===== config.mk =====
export PLATFORM = sky130hd
export DESIGN_NAME = xls_stream_serializer
export DESIGN_NICKNAME = d
export VERILOG_FILES = /design/src/rtl/xls_stream_serializer.sv
export SDC_FILE = /design/constraint.sdc
export NUM_CORES = 1
export LEC_CHECK = 0
export CAP_MARGIN = 30
export CORE_ASPECT_RATIO = 1.2
export CORE_MARGIN = 10
export CORE_UTILIZATION = 32
export DETAILED_ROUTE_END_ITERATION = 8
export REMOVE_ABC_BUFFERS = 1
export SLEW_MARGIN = 20
export SYNTH_ARGS = -nofsm -noshare
export SYNTH_HDL_FRONTEND = slang
export SYNTH_SLANG_ARGS = --single-unit

===== constraint.sdc =====
create_clock -name clk -period 2.53 [get_ports clk]
set_input_delay 0.3795 -clock clk [delete_from_list [all_inputs] [get_ports clk]]
set_output_delay 0.3795 -clock clk [all_outputs]
set_load 0.005 [all_outputs]

===== src/rtl/xls_stream_serializer.sv =====
// Purpose: width-down serializer; splits a Width-bit word into up to Ratio beats of OutWidth bits, LSB beat first.
// Latency: first beat on out_valid the cycle after the word is accepted; one beat per cycle sustained, no bubble between words.
// Backpressure: out_ready low holds the current beat stable; in_ready only rises when idle or when the last beat leaves this cycle.
//
// Ports:
//   clk, rst        single clock; asynchronous active-low reset
//   in_data         word to serialize
//   in_beats        number of valid beats in in_data (0 or > Ratio means Ratio)
//   in_valid/ready  input handshake
//   out_data        current beat
//   out_last        current beat is the final beat of its word
//   out_valid/ready output handshake
module xls_stream_serializer #(
  parameter int Width = 32,
  parameter int Ratio = 4
) (
  input  logic                          clk,
  input  logic                          rst,
  input  logic [Width-1:0]              in_data,
  input  logic [$clog2(Ratio):0]        in_beats,
  input  logic                          in_valid,
  output logic                          in_ready,
  output logic [Width/Ratio-1:0]        out_data,
  output logic                          out_last,
  output logic                          out_valid,
  input  logic                          out_ready
);

  localparam int OutWidth = Width / Ratio;
  localparam int CntWidth = $clog2(Ratio) + 1;

  typedef enum logic [0:0] {
    IDLE = 1'b0,
    SEND = 1'b1
  } state_t;

  state_t                state_q;
  state_t                state_d;
  logic [Width-1:0]      data_q;
  logic [CntWidth-1:0]   idx_q;
  logic [CntWidth-1:0]   total_q;
  logic [CntWidth-1:0]   beats_norm;
  logic                  in_xfer;
  logic                  out_xfer;

  // A zero or oversized beat count means a full word.
  always_comb begin
    beats_norm = in_beats;
    if (in_beats == '0 || in_beats > CntWidth'(Ratio)) begin
      beats_norm = CntWidth'(Ratio);
    end
  end

  // The captured word is shifted down as beats leave, so the current beat
  // always sits in the low OutWidth bits and no wide index mux is needed.
  // Bits above the beat total are never shifted into view because the word
  // is retired (or replaced) on the last beat.
  assign out_data  = data_q[OutWidth-1:0];
  assign out_valid = (state_q == SEND);
  assign out_last  = (state_q == SEND) && (idx_q == total_q - CntWidth'(1));

  // in_ready depends only on state and out_ready; gating with rst keeps it
  // low for the whole reset window even though the state already reads IDLE.
  assign in_ready  = rst && ((state_q == IDLE) || (out_last && out_ready));

  assign in_xfer  = in_valid && in_ready;
  assign out_xfer = out_valid && out_ready;

  always_comb begin
    state_d = state_q;
    case (state_q)
      IDLE: begin
        if (in_xfer) begin
          state_d = SEND;
        end
      end
      SEND: begin
        // A new word arriving on the last-beat cycle keeps us in SEND.
        if (out_xfer && out_last && !in_xfer) begin
          state_d = IDLE;
        end
      end
      default: state_d = IDLE;
    endcase
  end

  always_ff @(posedge clk or negedge rst) begin
    if (!rst) begin
      state_q <= IDLE;
    end else begin
      state_q <= state_d;
    end
  end

  // Data is cleared on reset so out_data reads zero while reset is held.
  always_ff @(posedge clk or negedge rst) begin
    if (!rst) begin
      data_q  <= '0;
      idx_q   <= '0;
      total_q <= CntWidth'(Ratio);
    end else if (in_xfer) begin
      data_q  <= in_data;
      idx_q   <= '0;
      total_q <= beats_norm;
    end else if (out_xfer && !out_last) begin
      data_q  <= data_q >> OutWidth;
      idx_q   <= idx_q + CntWidth'(1);
    end
  end

endmodule


==> results of run 1 <==
[synth_stat cells (2+ instances only)]
cell type	number
buf_6	2
mux2_2	10
buf_2	2
a21oi_1	2
buf_4	11
mux2_1	18
inv_1	14
mux2i_1	11
nand2b_1	2
mux2_4	20
ha_1	3
dfrtp_1	38
nand2_1	11
[area by class of cell]
class	instances	area (um^2)	share of cell area [%]
inverters	14	52.55	1.845
repair buffers	55	553.0	19.41
well taps	85	106.4	3.733
clock inverters	2	35.03	1.230
clock buffers	6	82.58	2.899
multi-input cells	92	1042	36.58
flip-flops and latches	39	977.2	34.30
[flip-flops by register name (all words and copies together) (netlist names)]
name	cells
data_q	32
idx_q	3
total_q	3
out_valid	1
[power by group through the flow]
stage,sequential [W],combinational (W),clock (W)
floorplan,0.00106,0.00121,0
global placement,0.00110,0.00166,0
detailed placement,0.00110,0.00169,0
CTS,0.00109,0.00174,0.000566
global route,0.00112,0.00187,0.000596
finish,0.00108,0.00170,0.000541
[critical path: cells and delay by family, from the launching register on]
| family | cells | cell delay [ns] |
|---|---|---|
| mux | 2 | 0.61 |
| compound gates | 1 | 0.25 |
| xor+xnor | 1 | 0.47 |
| flops | 1 | 0.54 |
| buf+inv | 2 | 0.40 |
[kinds of logic after synthesis]
kind of cell    count (synthesis)  share of synthesized area (%)
buf+inv                        29                          7.710
flops                          39                          44.94
mux                            59                          33.37
xor+xnor                        4                          3.568
compound gates                  6                          3.683
fa+ha+maj                       3                          1.726
simple gates                   20                          5.006
[placed cells by master (no fill, tap or decap), drive strengths merged, types with 2 or more instances in the layout]
| cell | netlist | final |
|---|---|---|
| dlygate4sd2 | 0 | 2 |
| nand2b | 2 | 2 |
| a21oi | 2 | 2 |
| ha | 3 | 3 |
| dfrtp | 38 | 38 |
| nand2 | 11 | 11 |
| xnor2 | 3 | 3 |
| mux2 | 48 | 48 |
| buf | 15 | 7 |
| clkbuf | 0 | 6 |
| inv | 14 | 14 |
| mux2i | 11 | 11 |
| clkdlybuf4s50 | 0 | 46 |
[through the flow]
step / setup TNS (ns) / cells / util (%)
floorplan: -3.684 / 145 / -
global placement: 0 / 284 / 41.58
detailed placement: 0 / 284 / 41.58
CTS: 0 / 293 / 43.65
global route: 0 / 293 / 43.65
finish: 0 / 293 / 43.65
[worst max-delay path by stage]
stage                       endpoint  slack [ns]  startpoint
after CTS                 data_q[19]        0.12  total_q[2]
final                     data_q[19]        0.13  total_q[2]
after detailed placement    in_ready        0.13  total_q[0]
after global placement      in_ready        0.14  total_q[0]
after floorplan           data_q[14]       -0.20  total_q[0]
after global routing      data_q[19]        0.07  total_q[2]
[what timing repair did]
action | 4_1_cts | 5_1_grt
gates resized for setup | 3 | 0
setup endpoints to repair | 2 | 0
buffers inserted | 1 | 0
[metal layers]
metal,up-vias,share of wire [%]
li1,631,-
met1,632,42
met2,32,50
met3,6,7.5
met4,0,1.3
met5,-,0
==> out/results.ini, run 1 <==
[outcome]
status=finished, final reports clean

[grt]
top_usage_layer=met2
globalRouteMet2Util_pct=14.05
grt_antenna_before_repair=0
grt_pass1_vias=1504
grtUsageMet3_pct=3.721
gr-usage-met1_pct=9.347
grt_usage_pct=8.338
grt_overflow=0
grt_pass1_wl_um=6948
grt_max_degree=35

[timing]
hold_violations=0
rsz0062_at_grt=no
post-route-period-util_pct=94.67
fin_ws_ns=0.1349
worstMarginPinSlew_ns=0.4095
holdWs_ns=0.01128
fin_skew_ns=0.006699
slew_violations=0
slew_headroom_pct=72.70
min_period_ns=2.395
timing.fmax_ghz=0.4175
setup_viol=0

[cts]
clkSinkCount=39
numCtsBuffers=5
clkTransAtPathRegs_ns=0.08
htree_num_levels=2
clk_latency_ns=0.28
cts_tree=built
hold_buffers=0
root_buffer=clkbuf_8
cts_buffer_depth=2

[die]
io_pins=50
fp.dieArea_mm2=0.01051
start_util_pct=33.32
rows=32
core_mm2=0.006526
fp.dieH_um=110.3
die-width_um=95.25

[setup_path]
critPathSlowestCell=dfstp_2
max_stage_delay_ns=0.54
r2r-start=total_q[2]
crit_chain=xor3_2, buf_4, o311ai_4, buf_12, mux2_2, mux2_2
rr_endpoint=data_q[19]
cp.arrival_ns=2.57
worst_r2r_path_depth=6
critPathKind=reg -> reg
crit_path_end_kind=flop
cpMostUsedCell=mux2_2
cp.required_ns=2.70
startpoint_type=flop
critPathMaxFanout=32
r2r_slack_ns=0.13

[drt]
ant_nets=0
drtPass1Iterations=3
drc=0
wl_per_cell_um=13.80
routed_wirelength_um=4043
num_vias=1301
drt_iter0_drc=48
avgViaCountPerCell=4.440

[pwr]
powerDensity_mw_per_mm2=1164
swShare_pct=30.41
p_int_w=0.002308
pwr-share-comb_pct=51.1
sequentialPowerShare_pct=32.5
p_switching_w=0.001009
power.total_w=0.003317
pwr-share-clk_pct=16.3
ir_drop_v=0.0006188
leakagePower_nw=1.395

[finish]
final_net_count=249
final_area_mm2=0.002849
syn2layout_area_growth_pct=31.01
drive_gt1_share_pct=26.44
antennaDiodeCount=0
n_fill_cell=623

[synth]
synthTopCellsByArea=dfrtp_1 (44%), mux2_4 (14%), mux2_1 (9.3%), mux2_2 (5.2%), mux2i_1 (5.1%)
ys_warn_count=0
synth_edf_count=0
synth.distinct_cells=29
yosys_register_bits=39
synth-async-reset-ratio_pct=100.0
synth-main-ff-cell=dfrtp_1
synth_top_area_cell=dfrtp_1
synth_area_per_cell_um2=13.59
synth_cells=160
synth_area_mm2=0.002175
synth_top_area_share_pct=43.73
synth-seq-area-share_pct=44.94

[placement]
dp_hpwl_um=2947
gp_congestion=0.6944
numPortBuffers=49
pre_cts_slack_ns=0.1317
placed_cell_area_mm2=0.002714

[flow_run]
cap_violations=0

[worst_hold_path]
hold_path.class=in -> async

Power figures use the tool's default switching activity.
==> run 2: changes to the inputs <==
==> constraint.sdc (replaced) <==
create_clock -name clk -period 2.53 [get_ports clk]
set_input_delay 0.3795 -clock clk [delete_from_list [all_inputs] [get_ports clk]]
set_output_delay 0.3795 -clock clk [all_outputs]
set_load 0.1 [all_outputs]
==> run 2 against run 1 <==
  * Count of clock-buffer cells in the layout unchanged
  * Cell count down 0.34%
  * Fmax about the same
  * Design area down 0.88%
  * Hold slack better by 0.067 ns
  * Largest cell class unchanged
  * Global-route usage about the same
  * Register-to-register slack better by 0.09 ns
  * Power up 18%
  * Worst setup slack about the same
  * Die area unchanged
  * First-iteration DRC count down 23%
  * Combinational power up 38%
==> out/results.ini, run 2 (same netlist as run 1, synthesis figures left out) <==
[die]
die-width_um=95.25  ; unchanged
io_pins=50  ; unchanged
fp.dieArea_mm2=0.01051  ; unchanged
core_mm2=0.006526  ; unchanged
fp.dieH_um=110.3  ; unchanged
start_util_pct=33.32  ; unchanged
rows=32  ; unchanged

[worst_hold_path]
hold_path.class=in -> async

[cts]
numCtsBuffers=5  ; unchanged
cts_buffer_depth=2  ; unchanged
root_buffer=clkbuf_8
clk_latency_ns=0.28  ; about the same
clkSinkCount=39  ; unchanged
clkTransAtPathRegs_ns=0.08  ; about the same
cts_tree=built
htree_num_levels=2  ; unchanged

[drt]
routed_wirelength_um=4123  ; +2.0%
ant_nets=0  ; unchanged
wl_per_cell_um=14.12  ; +2.3%
drtPass1Iterations=4  ; +1
drt_iter0_drc=37  ; -23%
num_vias=1270  ; -2.4%
drc=0  ; unchanged
avgViaCountPerCell=4.349  ; -2.0%

[pwr]
ir_drop_v=0.0007690  ; +24%
leakagePower_nw=1.402  ; +0.54%
powerDensity_mw_per_mm2=1385  ; +19%
power.total_w=0.003912  ; +18%

[grt]
grt_pass1_vias=1401  ; -6.8%
grt_usage_pct=8.378  ; +0.040 points
grt_pass1_wl_um=6920  ; -0.40%
grt_antenna_before_repair=0  ; unchanged
grt_max_degree=35  ; unchanged
grt_overflow=0  ; unchanged

[setup_path]
r2r-start=total_q[0]
cp.required_ns=2.15  ; -0.55 ns
critPathBufInv=3  ; +1
max_stage_delay_ns=0.45  ; -0.09 ns
critPathMaxFanout=4  ; -88%
rr_endpoint=data_q[8]
cp_top_family=XOR/XNOR gates
cp.arrival_ns=2.02  ; -0.55 ns
critPathKind=reg -> out
worst_r2r_path_depth=7  ; +1
critPathSlowestCell=xor3_2
crit_chain=inv_1, ha_1, xor3_2, nor4b_1, buf_4, buf_12
startpoint_type=flop
r2r_slack_ns=0.22  ; +0.09 ns
crit_path_end_kind=output pin

[timing]
timing.fmax_ghz=0.4175  ; about the same
setup_viol=0  ; unchanged
holdWs_ns=0.07789  ; +0.06662 ns
slew_violations=0  ; unchanged
post-route-period-util_pct=94.67  ; about the same
finalSetupTns_ns=0  ; unchanged
hold_violations=0  ; unchanged
fin_skew_ns=0.007624  ; +0.0009251 ns
slew_headroom_pct=62.57  ; -10 points
worstMarginPinSlew_ns=0.5614  ; +0.1519 ns
min_period_ns=2.395  ; +0.00009500 ns

[placement]
gp_congestion=0.7720  ; +11%
placed_cells=283  ; -0.35%
numPortBuffers=49  ; unchanged
dp_hpwl_um=3032  ; +2.9%

[finish]
utilization_pct=43.27  ; -0.38 points
biggestRegsByFlops=data_q x32, idx_q x3, total_q x3
final_net_count=249  ; unchanged
final_cells=292  ; -0.34%
final_cell_mix=dfrtp_1 (38), clkdlybuf4s50_1 (37), mux2_4 (20)
drive_gt1_share_pct=30.92  ; +4.5 points
largest_reg_flops=32  ; unchanged
antennaDiodeCount=0  ; unchanged
max_flop_register=data_q
syn2layout_area_growth_pct=29.86
layout_commonest_cell=dfrtp_1

[flow_run]
cap_violations=0  ; unchanged

[outcome]
status=finished, final reports clean

run 2: cell count changes in the layout (fill, tap and decap cells not counted), moves of 2 or more:
cell / change
buf_12: +2
buf_4: +9
dlygate4sd2_1: -2
clkdlybuf4s50_1: -9
run 2: stage by stage:
step                      area (um^2)  setup WS, ns
after floorplan                  2059        -2.072
after global placement           2704        0.1984
final                            2824        0.1348
after CTS                        2814       0.01181
after global routing             2824    -0.0002103
after detailed placement         2704        0.1253
run 2: what timing repair did:
item	4_1_cts	5_1_grt
gates resized for setup	0	1
hold buffers	0	0
hold endpoints to repair	0	0
setup buffers	1	1
pin swaps	2	2
setup endpoints to repair	1	1
run 2: power breakdown:
| group | internal, W | switching (W) | total, W | leakage [nW] |
|---|---|---|---|---|
| combinational | 0.00107 | 0.00127 | 0.00234 | 0.857 |
| clock | 0.000289 | 0.000204 | 0.000493 | 0.0513 |
| sequential | 0.000918 | 0.000160 | 0.00108 | 0.494 |
| total | 0.00228 | 0.00163 | 0.00391 | 1.40 |
run 2: worst max path at each step:
stage / startpoint / to / cells past startpoint
after floorplan: total_q[0] / out_last / 4
after CTS: total_q[2] / in_ready / 4
final: total_q[0] / out_last / 6
after detailed placement: total_q[0] / data_q[8] / 7
after global routing: total_q[0] / out_last / 6
after global placement: total_q[0] / data_q[17] / 7
run 2: area by class of cell:
| class | instances | area (um^2) |
|---|---|---|
| Clock buffer | 6 | 72.57 |
| Clock inverter | 1 | 30.03 |
| Fill cell | 617 | 3702 |
| Inverter | 14 | 52.55 |
| Multi-Input combinational cell | 92 | 1032 |
| Sequential cell | 39 | 977.2 |
| Tap cell | 85 | 106.4 |
| Timing Repair Buffer | 55 | 553.0 |
run 2: layer usage:
layer,share of wire (%),GRT usage (%),vias up
met2,48,13.61,34
li1,-,-,631
met1,44,10.14,600
met4,1.4,2.570,0
met5,0,0,-
met3,6.6,2.977,5
